$ cat config.mk
export PLATFORM = sky130hd
export DESIGN_NAME = framed_word_loopback_tx_flat
export DESIGN_NICKNAME = d
export VERILOG_FILES = /design/src/rtl/framed_word_loopback_tx_if.sv /design/src/rtl/framed_word_loopback_tx.sv /design/src/flat_wrapper.sv
export SDC_FILE = /design/constraint.sdc
export NUM_CORES = 1
export LEC_CHECK = 0
export CAP_MARGIN = 20
export CORE_MARGIN = 2
export CORE_UTILIZATION = 60
export DETAILED_ROUTE_END_ITERATION = 8
export DONT_BUFFER_PORTS = 1
export GPL_ROUTABILITY_DRIVEN = 0
export PLACE_DENSITY = 0.84
export SETUP_SLACK_MARGIN = 0.02
export SLEW_MARGIN = 10
export SYNTH_ARGS = -nofsm -noshare
export SYNTH_HDL_FRONTEND = slang
export SYNTH_SLANG_ARGS = --single-unit
$ cat constraint.sdc
create_clock -name clk -period 4.5 [get_ports clk]
set_input_delay 0 -clock clk [delete_from_list [all_inputs] [get_ports clk]]
set_output_delay 0 -clock clk [all_outputs]
set_load 0.02 [all_outputs]
$ cat src/rtl/framed_word_loopback_tx_if.sv
// Framed byte channels between the loopback transmitter and the byte receiver.
// The forward path carries tx_* frames. The return path carries rx_* frames.
interface framed_word_loopback_tx_if #(
  parameter int WORD_W = 32
);
  localparam int NB    = WORD_W / 8;
  localparam int IDX_W = (NB > 1) ? $clog2(NB) : 1;

  logic             tx_valid;
  logic [8:0]       tx_data;
  logic             tx_ack;
  logic [IDX_W-1:0] tx_idx;
  logic             rx_valid;
  logic [8:0]       rx_data;
  logic             rx_ack;
  logic [IDX_W-1:0] rx_idx;

  modport master (
    output tx_valid, tx_data, tx_idx, rx_ack, rx_idx,
    input  tx_ack, rx_valid, rx_data
  );

  modport slave (
    input  tx_valid, tx_data, tx_idx, rx_ack, rx_idx,
    output tx_ack, rx_valid, rx_data
  );
endinterface

$ cat src/rtl/framed_word_loopback_tx.sv
// Word transmitter with return-path checking. The word is sent as 9-bit frames,
// {byte, parity}, MSB byte first. The same number of frames is then collected
// back, parity-checked, reassembled into a word and compared with the word sent.
module framed_word_loopback_tx #(
  parameter int WORD_W     = 32,
  parameter int PARITY_ODD = 0,
  parameter int GAP        = 4,
  parameter int TIMEOUT    = 255
) (
  input  logic                       clk,
  input  logic                       rst,
  input  logic                       b,
  input  logic                       start,
  input  logic [WORD_W-1:0]          in,
  output logic                       busy,
  framed_word_loopback_tx_if.master  lb,
  output logic [WORD_W-1:0]          received_data,
  output logic                       done,
  output logic                       match,
  output logic                       parity_err,
  output logic                       timeout
);
  localparam int   NB    = WORD_W / 8;
  localparam int   IDX_W = (NB > 1) ? $clog2(NB) : 1;
  localparam int   GAP_W = (GAP > 1) ? $clog2(GAP) : 1;
  localparam int   TO_W  = (TIMEOUT > 0) ? $clog2(TIMEOUT + 1) : 1;
  localparam int   SH_W  = $clog2(WORD_W);
  localparam logic P_ODD = (PARITY_ODD != 0);

  typedef enum logic [2:0] {
    S_IDLE,
    S_TX_SEND,
    S_TX_GAP,
    S_RX_WAIT,
    S_DONE
  } state_t;

  state_t             r_state, w_state_n;
  logic [WORD_W-1:0]  r_shadow, w_shadow_n;
  logic [WORD_W-1:0]  r_received, w_received_n;
  logic [IDX_W-1:0]   r_tx_idx, w_tx_idx_n;
  logic [IDX_W-1:0]   r_rx_idx, w_rx_idx_n;
  logic [GAP_W-1:0]   r_gap_cnt, w_gap_cnt_n;
  logic [TO_W-1:0]    r_to_cnt, w_to_cnt_n;
  logic               r_parity_err, w_parity_err_n;
  logic               r_timeout, w_timeout_n;
  logic               r_match, w_match_n;
  logic               w_rx_ack;
  logic               w_to_hit;
  logic [SH_W-1:0]    w_tx_sh, w_rx_sh;
  logic [7:0]         w_tx_byte;
  logic [WORD_W-1:0]  w_rx_merge;

  function automatic logic f_parity(input logic [7:0] d);
    return (^d) ^ P_ODD;
  endfunction

  // Byte lanes: index 0 is the most significant byte of the word.
  assign w_tx_sh    = SH_W'(8 * (NB - 1 - int'(r_tx_idx)));
  assign w_rx_sh    = SH_W'(8 * (NB - 1 - int'(r_rx_idx)));
  assign w_tx_byte  = 8'(r_shadow >> w_tx_sh);
  assign w_rx_merge = (r_received & ~(WORD_W'(8'hFF) << w_rx_sh))
                    | (WORD_W'(lb.rx_data[8:1]) << w_rx_sh);
  assign w_to_hit   = (TIMEOUT != 0) && (int'(r_to_cnt) == TIMEOUT - 1);

  // State register and per-transaction datapath registers.
  always_ff @(posedge clk or negedge rst) begin
    if (!rst) begin
      r_state      <= S_IDLE;
      r_shadow     <= '0;
      r_received   <= '0;
      r_tx_idx     <= '0;
      r_rx_idx     <= '0;
      r_gap_cnt    <= '0;
      r_to_cnt     <= '0;
      r_parity_err <= 1'b0;
      r_timeout    <= 1'b0;
      r_match      <= 1'b0;
    end else begin
      r_state      <= w_state_n;
      r_shadow     <= w_shadow_n;
      r_received   <= w_received_n;
      r_tx_idx     <= w_tx_idx_n;
      r_rx_idx     <= w_rx_idx_n;
      r_gap_cnt    <= w_gap_cnt_n;
      r_to_cnt     <= w_to_cnt_n;
      r_parity_err <= w_parity_err_n;
      r_timeout    <= w_timeout_n;
      r_match      <= w_match_n;
    end
  end

  // Next-state and datapath updates. The wait counter defaults to zero, so it
  // clears on every state change and on every accepted handshake.
  always_comb begin
    w_state_n      = r_state;
    w_shadow_n     = r_shadow;
    w_received_n   = r_received;
    w_tx_idx_n     = r_tx_idx;
    w_rx_idx_n     = r_rx_idx;
    w_gap_cnt_n    = r_gap_cnt;
    w_to_cnt_n     = '0;
    w_parity_err_n = r_parity_err;
    w_timeout_n    = r_timeout;
    w_match_n      = r_match;
    w_rx_ack       = 1'b0;
    unique case (r_state)
      S_IDLE: begin
        if (start) begin
          w_shadow_n     = in;
          w_received_n   = '0;
          w_parity_err_n = 1'b0;
          w_timeout_n    = 1'b0;
          w_match_n      = 1'b0;
          w_tx_idx_n     = '0;
          w_rx_idx_n     = '0;
          w_state_n      = S_TX_SEND;
        end
      end
      S_TX_SEND: begin
        // An ack in the terminal-count cycle takes priority over the abort.
        if (lb.tx_ack) begin
          if (int'(r_tx_idx) == NB - 1) begin
            w_rx_idx_n = '0;
            w_state_n  = S_RX_WAIT;
          end else begin
            w_tx_idx_n  = r_tx_idx + 1'b1;
            w_gap_cnt_n = '0;
            w_state_n   = S_TX_GAP;
          end
        end else if (w_to_hit) begin
          w_timeout_n = 1'b1;
          w_match_n   = 1'b0;
          w_state_n   = S_DONE;
        end else begin
          w_to_cnt_n = r_to_cnt + 1'b1;
        end
      end
      S_TX_GAP: begin
        if (GAP == 0) begin
          w_state_n = S_TX_SEND;
        end else if (b) begin
          if (int'(r_gap_cnt) == GAP - 1) begin
            w_state_n = S_TX_SEND;
          end else begin
            w_gap_cnt_n = r_gap_cnt + 1'b1;
          end
        end
      end
      S_RX_WAIT: begin
        if (lb.rx_valid) begin
          w_rx_ack       = 1'b1;
          w_parity_err_n = r_parity_err
                         | (f_parity(lb.rx_data[8:1]) != lb.rx_data[0]);
          w_received_n   = w_rx_merge;
          if (int'(r_rx_idx) == NB - 1) begin
            // Decided on the incoming values so match is valid alongside done.
            w_match_n = !w_parity_err_n && !r_timeout && (w_rx_merge == r_shadow);
            w_state_n = S_DONE;
          end else begin
            w_rx_idx_n = r_rx_idx + 1'b1;
          end
        end else if (w_to_hit) begin
          w_timeout_n = 1'b1;
          w_match_n   = 1'b0;
          w_state_n   = S_DONE;
        end else begin
          w_to_cnt_n = r_to_cnt + 1'b1;
        end
      end
      S_DONE: begin
        w_state_n = S_IDLE;
      end
      default: begin
        w_state_n = S_IDLE;
      end
    endcase
  end

  assign lb.tx_valid    = (r_state == S_TX_SEND);
  assign lb.tx_data     = lb.tx_valid ? {w_tx_byte, f_parity(w_tx_byte)} : '0;
  assign lb.tx_idx      = r_tx_idx;
  assign lb.rx_ack      = w_rx_ack;
  assign lb.rx_idx      = r_rx_idx;
  assign busy           = (r_state != S_IDLE);
  assign done           = (r_state == S_DONE);
  assign received_data  = r_received;
  assign match          = r_match;
  assign parity_err     = r_parity_err;
  assign timeout        = r_timeout;
endmodule

$ cat src/flat_wrapper.sv
// flat-port wrapper written by rule: the top's interface ports become plain ports
module framed_word_loopback_tx_flat 
#(
  parameter int WORD_W     = 32,
  parameter int PARITY_ODD = 0,
  parameter int GAP        = 4,
  parameter int TIMEOUT    = 255
)
  (clk, rst, b, start, in, busy, received_data, done, match, parity_err, timeout, lb_tx_valid, lb_tx_data, lb_tx_idx, lb_rx_ack, lb_rx_idx, lb_tx_ack, lb_rx_valid, lb_rx_data);
  framed_word_loopback_tx_if #(.WORD_W(WORD_W)) lb_i ();
  input  logic clk;
  input  logic rst;
  input  logic b;
  input  logic start;
  input  logic [WORD_W-1:0] in;
  output logic busy;
  output logic [WORD_W-1:0] received_data;
  output logic done;
  output logic match;
  output logic parity_err;
  output logic timeout;
  output wire logic [$bits(lb_i.tx_valid)-1:0] lb_tx_valid;
  output wire logic [$bits(lb_i.tx_data)-1:0] lb_tx_data;
  output wire logic [$bits(lb_i.tx_idx)-1:0] lb_tx_idx;
  output wire logic [$bits(lb_i.rx_ack)-1:0] lb_rx_ack;
  output wire logic [$bits(lb_i.rx_idx)-1:0] lb_rx_idx;
  input wire logic [$bits(lb_i.tx_ack)-1:0] lb_tx_ack;
  input wire logic [$bits(lb_i.rx_valid)-1:0] lb_rx_valid;
  input wire logic [$bits(lb_i.rx_data)-1:0] lb_rx_data;
  assign lb_tx_valid = lb_i.tx_valid;
  assign lb_tx_data = lb_i.tx_data;
  assign lb_tx_idx = lb_i.tx_idx;
  assign lb_rx_ack = lb_i.rx_ack;
  assign lb_rx_idx = lb_i.rx_idx;
  assign lb_i.tx_ack = lb_tx_ack;
  assign lb_i.rx_valid = lb_rx_valid;
  assign lb_i.rx_data = lb_rx_data;
  framed_word_loopback_tx #(.WORD_W(WORD_W), .PARITY_ODD(PARITY_ODD), .GAP(GAP), .TIMEOUT(TIMEOUT)) u_core (.clk(clk), .rst(rst), .b(b), .start(start), .in(in), .busy(busy), .lb(lb_i), .received_data(received_data), .done(done), .match(match), .parity_err(parity_err), .timeout(timeout));
endmodule
==> summary.md, run 1 <==
The share of synthesized area in the top cell type comes to 44.75%. The global route total overflow is 0, and the number of hold-slack violations in the final timing report is 0. The combinational cell fraction of total power came out at 44.9%. The logs give 1.569 ns for the setup slack after placement and 8552 um^2 for the overall die area. In this run the number of cells on the critical path is 8. In this run the worst path has a maximum fanout of 16.

Most numerous cell on the critical path: sky130_fd_sc_hd__inv_1. Along the worst hold path, the cell count comes to 4. The run gives 0 as the number of antenna violations at the first check in global routing. The total area inside the core boundary comes to 7647 um^2. The total net switching power is 1.594 mW. Counting flops and latches in the post-synthesis netlist gives 84. The source-to-sink clock delay at the later pin of the worst-skew pair is 0.36 ns, and the layout cell share with drive strength beyond 1 is 12.45%.

The worst register-to-register path has a depth of 8. In the finished design, the share of the clock period the worst path needs comes to 68.11%. The final routed DRC violation total is 0.

The number of cell rows came out at 32. The pin count of the biggest net entering global routing was 85. Sorting the synthesized cells by how often they occur yields 84 x sky130_fd_sc_hd__dfrtp_1, 34 x sky130_fd_sc_hd__a22o_1, 31 x sky130_fd_sc_hd__mux2_2. Number of nets in the finished design: 526.

The worst hold path begins at lb_rx_data[7]. For this run, the register share of the synthesized area comes to 44.75%. The run gives 9 as the number of buffers created by CTS. From synthesis to final layout, the design area changed by 14.81%.

The critical path is of the flip-flop to flip-flop type. The proportion of total power due to net switching works out to 45.14%. The startpoint of the worst register-to-register path was u_core.lb.rx_idx[1]$_DFFE_PN0P_. The hold path endpoint is u_core.match$_DFFE_PN0P_. The worst setup path is launched from a flip-flop. 99 I/O pins were placed. The library cell with the largest summed area after synthesis was sky130_fd_sc_hd__dfrtp_1. In this run, the clock network consumes 13.4% of the power. Horizontal die dimension: 92.48 um. TritonCTS built the clock tree. Instance count of the mapped netlist: 437.

On the worst path, the slowest cell contributes a delay of 0.67 ns. The endpoint identified for the worst register-to-register timing path is u_core.match$_DFFE_PN0P_. The part of the power in registers was 41.7%; the final setup TNS was 0 ns. Traced cell by cell, the critical path runs through inv_1 > ha_1 > inv_1 > a221o_1 > a22oi_1 > nand4_1 > or3_1 > o31ai_2. Once layout is complete, the utilization of the core stands at 70.52%. The number of gates resized after CTS was 0. The tools report the relative slew slack as 32.76%. The number of nets handed over by synthesis was 492. The number of antenna diodes in the final layout is 0.

For this block, the initial DRC count from the detailed router was 702. During synthesis, Yosys emitted a total of 0 warnings. For flop-to-flop paths, the worst setup slack is 1.44 ns. CTS saw 84 sinks. The final critical-path setup slack is 1.435 ns, and the internal portion of total power is 1.938 mW.

The synthesized area per cell is 10.75 um^2. The number of maximum-capacitance constraint violations is 0. Setup violations remaining at the end of the flow were counted as 0.

The cell area that synthesis handed to floorplanning was 4697 um^2. In the synthesized netlist the async set-or-reset flop fraction comes to 100.0%. The run finished with clean final reports.

Yosys mapped the design onto 53 distinct sky130hd cell types. Timing would allow up to 0.3263 GHz. Detailed placement finished with a half-perimeter wire length of 9251 um. Once the floorplan was initialized, standard cells occupied 61.42% of the core.

In this run the number of H-tree levels came out at 3. Setup repair after global routing left no endpoint under its margin. Root buffer cell: sky130_fd_sc_hd__clkbuf_8. The clock-pin transition on the worst setup and hold timing paths was 0.09 ns; the minimum clock period was 3.065 ns. The power per standard cell area came out at 655.1 nW/um^2. The dominant cell by count in the synthesized netlist is sky130_fd_sc_hd__dfrtp_1. In the final routed layout, each cell accounts on average for 24.08 um. In this run the remaining antenna-violating nets after routing total 0. The most used flip-flop cell after synthesis is sky130_fd_sc_hd__dfrtp_1. In the routed layout, each cell is associated on average with a via count of 6.981.

The worst hold path belongs to the class primary input to flip-flop. In this run, synthesis inferred 0 flip-flops with an integrated enable. The clock tree buffer depth was 2. The combined buffer and inverter count along the critical path was 2; the detailed-route via count was 4021. The tools report the number of global-route vias before repair as 3899.

In the global route stage, overall resource usage came out at 32.94%. The first global-routing pass estimated 21190 um of wire. The floorplan step set the die height to 92.48 um. Kind of end point of the critical path: a flip-flop.

In the post-synthesis netlist, the biggest area contributors are sky130_fd_sc_hd__dfrtp_1 45%, sky130_fd_sc_hd__mux2_2 7.4%, sky130_fd_sc_hd__a22o_1 6.3%. The first TritonRoute pass finished after 8 iterations. Gate family responsible for the most delay along the worst path: compound AO/OA/AOI/OAI gates. Buffers placed on the I/O ports in this run total 0. The largest individual stage delay along the critical path comes from the cell sky130_fd_sc_hd__dfrtp_1. At the pin with the least slew margin, the transition time is 1.005 ns. The required arrival time at the worst endpoint came out at 4.78 ns. The run gives 13870 um as the post-detailed-routing wire length. The run gives 0 as the total count of max-transition violations in the final report. For this design the static power due to leakage is 2.279 nW.

For the worst setup path, the data arrival time is 3.34 ns. Across the VDD grid, the largest voltage drop is 0.0003192 V. For the final database, setup skew stands at 0.01248 ns.
-- area by class of cell --
type	count	area, um^2
Clock buffer	10	137.6
Clock inverter	4	27.53
Fill cell	542	2255
Inverter	22	82.58
Multi-Input combinational cell	307	2417
Sequential cell	84	2102
Tap cell	102	127.6
Timing Repair Buffer	47	498.0
-- per-layer routing --
metal	up-vias	GRT usage (%)	wire length [um]
met5	-	0	0
met4	0	15.30	662
met3	65	10.09	1909
met2	319	49.39	6198
met1	1940	44.05	5098
li1	1697	-	-
-- state kept, by name (all words and copies together), names as in the netlist --
name,count
u_core.lb.tx_idx,2
u_core.r_state,3
u_core.match,1
u_core.r_shadow,32
u_core.parity_err,1
u_core.r_gap_cnt,2
u_core.lb.rx_idx,2
u_core.r_to_cnt,8
u_core.timeout,1
u_core.received_data,32
-- logic make-up (layout without fill, tap and decap cells) --
kind of cell | after synthesis | after routing | share of synthesized area [%]
DFF | 84 | 84 | 44.75
and+or+nand+nor | 109 | 109 | 12.79
xor gates and xnor gates | 36 | 36 | 6.713
muxes | 40 | 40 | 11.48
buffers and inverters | 46 | 83 | 3.943
AOI/OAI and AO/OA | 114 | 114 | 18.19
adders and majority gates | 8 | 8 | 2.131
-- placed cells by master, fill, tap and decap left out, types with 10 or more instances in the layout --
cell                            count
sky130_fd_sc_hd__a22oi_1           22
sky130_fd_sc_hd__inv_1             21
sky130_fd_sc_hd__o21ai_0           14
sky130_fd_sc_hd__xnor2_1           16
sky130_fd_sc_hd__mux2_2            31
sky130_fd_sc_hd__and2_1            10
sky130_fd_sc_hd__nor2_1            19
sky130_fd_sc_hd__clkbuf_8          10
sky130_fd_sc_hd__a21oi_1           11
sky130_fd_sc_hd__a22o_1            34
sky130_fd_sc_hd__dfrtp_1           84
sky130_fd_sc_hd__dlygate4sd3_1     45
sky130_fd_sc_hd__nand2_1           20
sky130_fd_sc_hd__xor2_1            20
-- metrics by stage --
stage / instance area [um^2] / hold WS, ns / std cells / power [mW]
after floorplan: 4697 / -0.2956 / 437 / 2.581
after global placement: 4730 / -0.2928 / 515 / 2.898
after detailed placement: 4730 / -0.2931 / 515 / 2.953
after CTS: 5373 / 0.01615 / 575 / 3.475
after global routing: 5393 / 0.04971 / 576 / 3.719
final: 5393 / 0.03135 / 576 / 3.532
-- what timing repair did --
| action | CTS | global route |
|---|---|---|
| endpoints found under the hold margin | 155 | 0 |
| setup buffers | 0 | 0 |
| hold buffers | 46 | 0 |
-- worst reg2reg max path: stages, from the launching register on --
cell and delay, ns:
sky130_fd_sc_hd__dfrtp_1 0.67, sky130_fd_sc_hd__inv_1 0.37, sky130_fd_sc_hd__ha_1 0.38, sky130_fd_sc_hd__inv_1 0.20
sky130_fd_sc_hd__a221o_1 0.35, sky130_fd_sc_hd__a22oi_1 0.25, sky130_fd_sc_hd__nand4_1 0.10, sky130_fd_sc_hd__or3_1 0.41
sky130_fd_sc_hd__o31ai_2 0.24
-- power by group through the flow --
stage,Sequential (mW),Clock (mW),Combinational (mW)
after global placement,1.45,0,1.45
after global routing,1.50,0.505,1.72
after CTS,1.45,0.474,1.55
final,1.47,0.472,1.59
after detailed placement,1.46,0,1.49
after floorplan,1.26,0,1.32
-- worst max path at each step --
stage,slack [ns],from,endpoint
final,1.44,u_core.lb.rx_idx[1]$_DFFE_PN0P_,u_core.match$_DFFE_PN0P_
after global routing,1.30,u_core.lb.rx_idx[1]$_DFFE_PN0P_,u_core.match$_DFFE_PN0P_
after CTS,1.50,u_core.lb.tx_idx[0]$_DFFE_PN0P_,lb_tx_data[0]
after detailed placement,1.57,u_core.lb.rx_idx[1]$_DFFE_PN0P_,u_core.match$_DFFE_PN0P_
after global placement,1.59,u_core.lb.rx_idx[1]$_DFFE_PN0P_,u_core.match$_DFFE_PN0P_
after floorplan,2.02,u_core.lb.rx_idx[1]$_DFFE_PN0P_,u_core.match$_DFFE_PN0P_
Note: power is estimated with default switching activity, not from simulation.
==> run 2: changes to the inputs <==
CORE_UTILIZATION = 58   (was 60)
clock period = 2.7 ns   (was 4.5 ns; I/O delays follow)
==> run 2 against run 1 <==
  * Cell count up 2.1%
  * Sequential share of layout area down 0.79 points
  * Register-to-register slack worse by 1.3 ns
  * First-iteration DRC count up 3.0%
  * Via count up 3.1%
  * Power up 76%
  * Critical endpoint unchanged
  * Utilization up 0.34 points
  * Count of clock-buffer cells in the layout up 1
  * Worst setup slack worse by 1.3 ns
  * Sequential cell count unchanged
==> summary.md, run 2 (synthesized netlist as in run 1, its figures left out) <==
The final routed DRC violation total was 0 (unchanged); the pin slew with the least headroom to its limit was 0.7526 ns (was 1.005 ns). The count of antenna diodes in the layout came out at 0 (unchanged). The fill cell total of the finished layout is 528 (was 542). The tools report the number of global-route vias before repair as 4138 (was 3899). Count of port buffers added during placement: 0 (unchanged).

Ordered cell list for the critical path: ha_1 > clkinv_1 > a221o_1 > a22oi_1 > nand4_1 > or3_1 > o31ai_2 (was inv_1 > ha_1 > inv_1 > a221o_1 > a22oi_1 > nand4_1 > or3_1 > o31ai_2). For the overall die area, the log shows 8834 um^2 (was 8552 um^2). The critical-path cell with the highest stage delay is sky130_fd_sc_hd__dfrtp_1 (unchanged). For the relative slew slack, the log shows 49.83% (was 32.76%). Source-to-sink clock delay at the later pin of the worst-skew pair: 0.36 ns (about the same).

The run gives 0.3873 GHz (was 0.3263 GHz) as the maximum operating frequency. Most frequent standard cell in the layout excluding fill and tap cells: sky130_fd_sc_hd__dfrtp_1 (unchanged). Setup repair after global routing left no endpoint under its margin. The internal portion of total power was 3.428 mW (was 1.938 mW).

The die height is 93.99 um (was 92.48 um). The final critical-path setup slack came out at 0.1181 ns (was 1.435 ns). The startpoint class of the critical path was a flip-flop (unchanged). The global route total overflow is 0 (unchanged). The final setup TNS was 0 ns (unchanged); the number of cell rows was 32 (unchanged). The share of the clock period used by the worst path after layout came out at 95.63% (was 68.11%). The routed via count divided by cell count is 7.049 (was 6.981), and the core area is 7767 um^2 (was 7647 um^2). Detailed-route via count: 4145 (was 4021). For the worst clock skew on the final layout, the log shows 0.009519 ns (was 0.01248 ns). The number of antenna violations at the first check in global routing was 0 (unchanged).

TritonCTS built the clock tree. For the pin count of the biggest net entering global routing, the log shows 85 (unchanged). The worst min-delay path category was primary input to flip-flop (unchanged). The average wire length per cell after detail routing came out at 24.75 um (was 24.08 um). For the required arrival time at the worst endpoint, the log shows 2.96 ns (was 4.78 ns). The combined area of the multi-input logic cells was 2420 um^2 (was 2417 um^2); the proportion of total power due to net switching was 44.86% (was 45.14%). The critical-path maximum fanout is 13 (was 16). The run gives 38.5% (was 41.7%) as the part of the power in registers. Kind of end point of the critical path: a flip-flop (unchanged). The logs give 14.3% (was 13.4%) for the clock power share and 47.1% (was 44.9%) for the combinational cell fraction of total power.

The clock-pin transition on the worst setup and hold timing paths came out at 0.09 ns (about the same). The sink count of the clock tree is 84 (unchanged). The gate family responsible for the most delay along the worst path was compound AO/OA/AOI/OAI gates (unchanged). The combined buffer and inverter count along the critical path is 1 (was 2), and the largest incremental delay on the critical path is 0.56 ns (was 0.67 ns).

The flow ran to the end, and the final reports show no timing, DRC or antenna violations. The logs give 2102 um^2 (unchanged) for the footprint of the flip-flops and latches and 60.47% (was 61.42%) for the starting density of the core. The worst voltage drop across the vdd grid was 0.0005940 V (was 0.0003192 V). The minimum clock period works out to 2.582 ns (was 3.065 ns). The logs give 6.218 mW (was 3.532 mW) for the overall power consumption and 2.84 ns (was 3.34 ns) for the arrival time at the worst endpoint.

The clock tree buffer depth was 2 (unchanged); the area added between synthesis and finish was 17.18% (was 14.81%). Number of nets with antenna violations after detailed routing: 0 (unchanged). The number of iterations in the first detailed-routing pass is 8 (unchanged). The run gives 2.789 mW (was 1.594 mW) as the total net switching power.

The run gives 9523 um (was 9251 um) as the post-DP HPWL. The setup slack after placement is 0.1539 ns (was 1.569 ns), and the power per standard cell area is 1130 nW/um^2 (was 655.1 nW/um^2). For the total count of max-transition violations in the final report, the log shows 0 (unchanged). The horizontal die dimension was 93.99 um (was 92.48 um); the number of setup violations in the final report was 0 (unchanged). Most frequent cells in the layout: 84 x sky130_fd_sc_hd__dfrtp_1, 45 x sky130_fd_sc_hd__dlygate4sd3_1, 34 x sky130_fd_sc_hd__a22o_1 (unchanged). The overall fraction of global-route tracks in use is 34.32% (was 32.94%), and the static leakage is 2.352 nW (was 2.279 nW).

The number of hold-slack violations in the final timing report is 0 (unchanged). The total I/O pin count is 99 (unchanged), and the first-iteration detailed-routing DRC count is 723 (was 702). Worst setup path category: flip-flop to flip-flop (unchanged). Number of nets in the finished design: 537 (was 526).

The global-route wire length before repair was 22440 um (was 21190 um). The tools report the root buffer cell as sky130_fd_sc_hd__clkbuf_8 (unchanged). Number of maximum-capacitance constraint violations: 0 (unchanged).

The layout cell share with drive strength beyond 1 was 14.81% (was 12.45%). The run gives 14550 um (was 13870 um) as the post-detailed-routing wire length. The depth of the CTS H-tree was 3 (unchanged). Number of buffers created by CTS: 9 (unchanged).
[run 2: path summary, 6_finish.rpt]
check                                                             to  slack [ns]  cells past startpoint                       startpoint
worst max-delay path                        u_core.match$_DFFE_PN0P_        0.12                      7  u_core.lb.rx_idx[1]$_DFFE_PN0P_
worst min-delay path                        u_core.match$_DFFE_PN0P_        0.04                      4                    lb_rx_data[2]
worst max register to register              u_core.match$_DFFE_PN0P_        0.12                      7  u_core.lb.rx_idx[1]$_DFFE_PN0P_
worst min register to register       u_core.r_gap_cnt[0]$_DFFE_PN0P_        0.49                      1  u_core.r_gap_cnt[0]$_DFFE_PN0P_
max in group asynchronous       u_core.received_data[21]$_DFFE_PN0P_        2.14                      2                              rst
min in group asynchronous            u_core.r_shadow[28]$_DFFE_PN0P_        0.20                      2                              rst
[run 2: per-stage QoR]
step	hold slack (ns)	utilization [%]	instance area [um^2]	cells
2_1_floorplan	-0.2956	-	4697	437
3_3_place_gp	-0.2926	62.21	4832	527
3_5_place_dp	-0.2930	62.21	4832	527
4_1_cts	0.009310	70.83	5502	588
5_1_grt	0.06129	70.86	5504	588
6_report	0.03508	70.86	5504	588
[run 2: tightest hold or removal path, cell delays in order]
cell	delay, ns
sky130_fd_sc_hd__a21oi_1	0.10
sky130_fd_sc_hd__a2111oi_0	0.09
sky130_fd_sc_hd__nand4_1	0.09
sky130_fd_sc_hd__o31ai_2	0.07
[run 2: routing by layer]
layer / track usage (%) / up-vias / wire (um) / part of all wire [%]
li1: - / 1733 / - / -
met1: 44.61 / 1957 / 5250 / 36
met2: 52.20 / 357 / 6445 / 44
met3: 11.72 / 98 / 2000 / 14
met4: 15.22 / 0 / 855 / 5.9
met5: 0 / - / 0 / 0
[run 2: repair_timing]
| item | 4_1_cts | 5_1_grt |
|---|---|---|
| endpoints found under the hold margin | 155 | 0 |
| hold buffers | 46 | 0 |
| resized for setup | 0 | 2 |
| buffers inserted | 0 | 0 |
| endpoints found under the setup margin | 0 | 1 |
[run 2: cell type report]
class | count | area share [%]
Multi-Input combinational cell | 307 | 43.96
Sequential cell | 84 | 38.19
Timing Repair Buffer | 58 | 10.55
Clock buffer | 11 | 2.569
Tap cell | 102 | 2.319
Inverter | 22 | 1.500
Clock inverter | 4 | 0.9093
[run 2: power by group through the flow]
stage                     combinational (mW)  clock (mW)  sequential [mW]
after global routing                    3.14       0.940             2.42
after CTS                               2.86       0.892             2.34
after detailed placement                2.72           0             2.36
final                                   2.93       0.891             2.40
after global placement                  2.63           0             2.34
after floorplan                         2.20           0             2.11
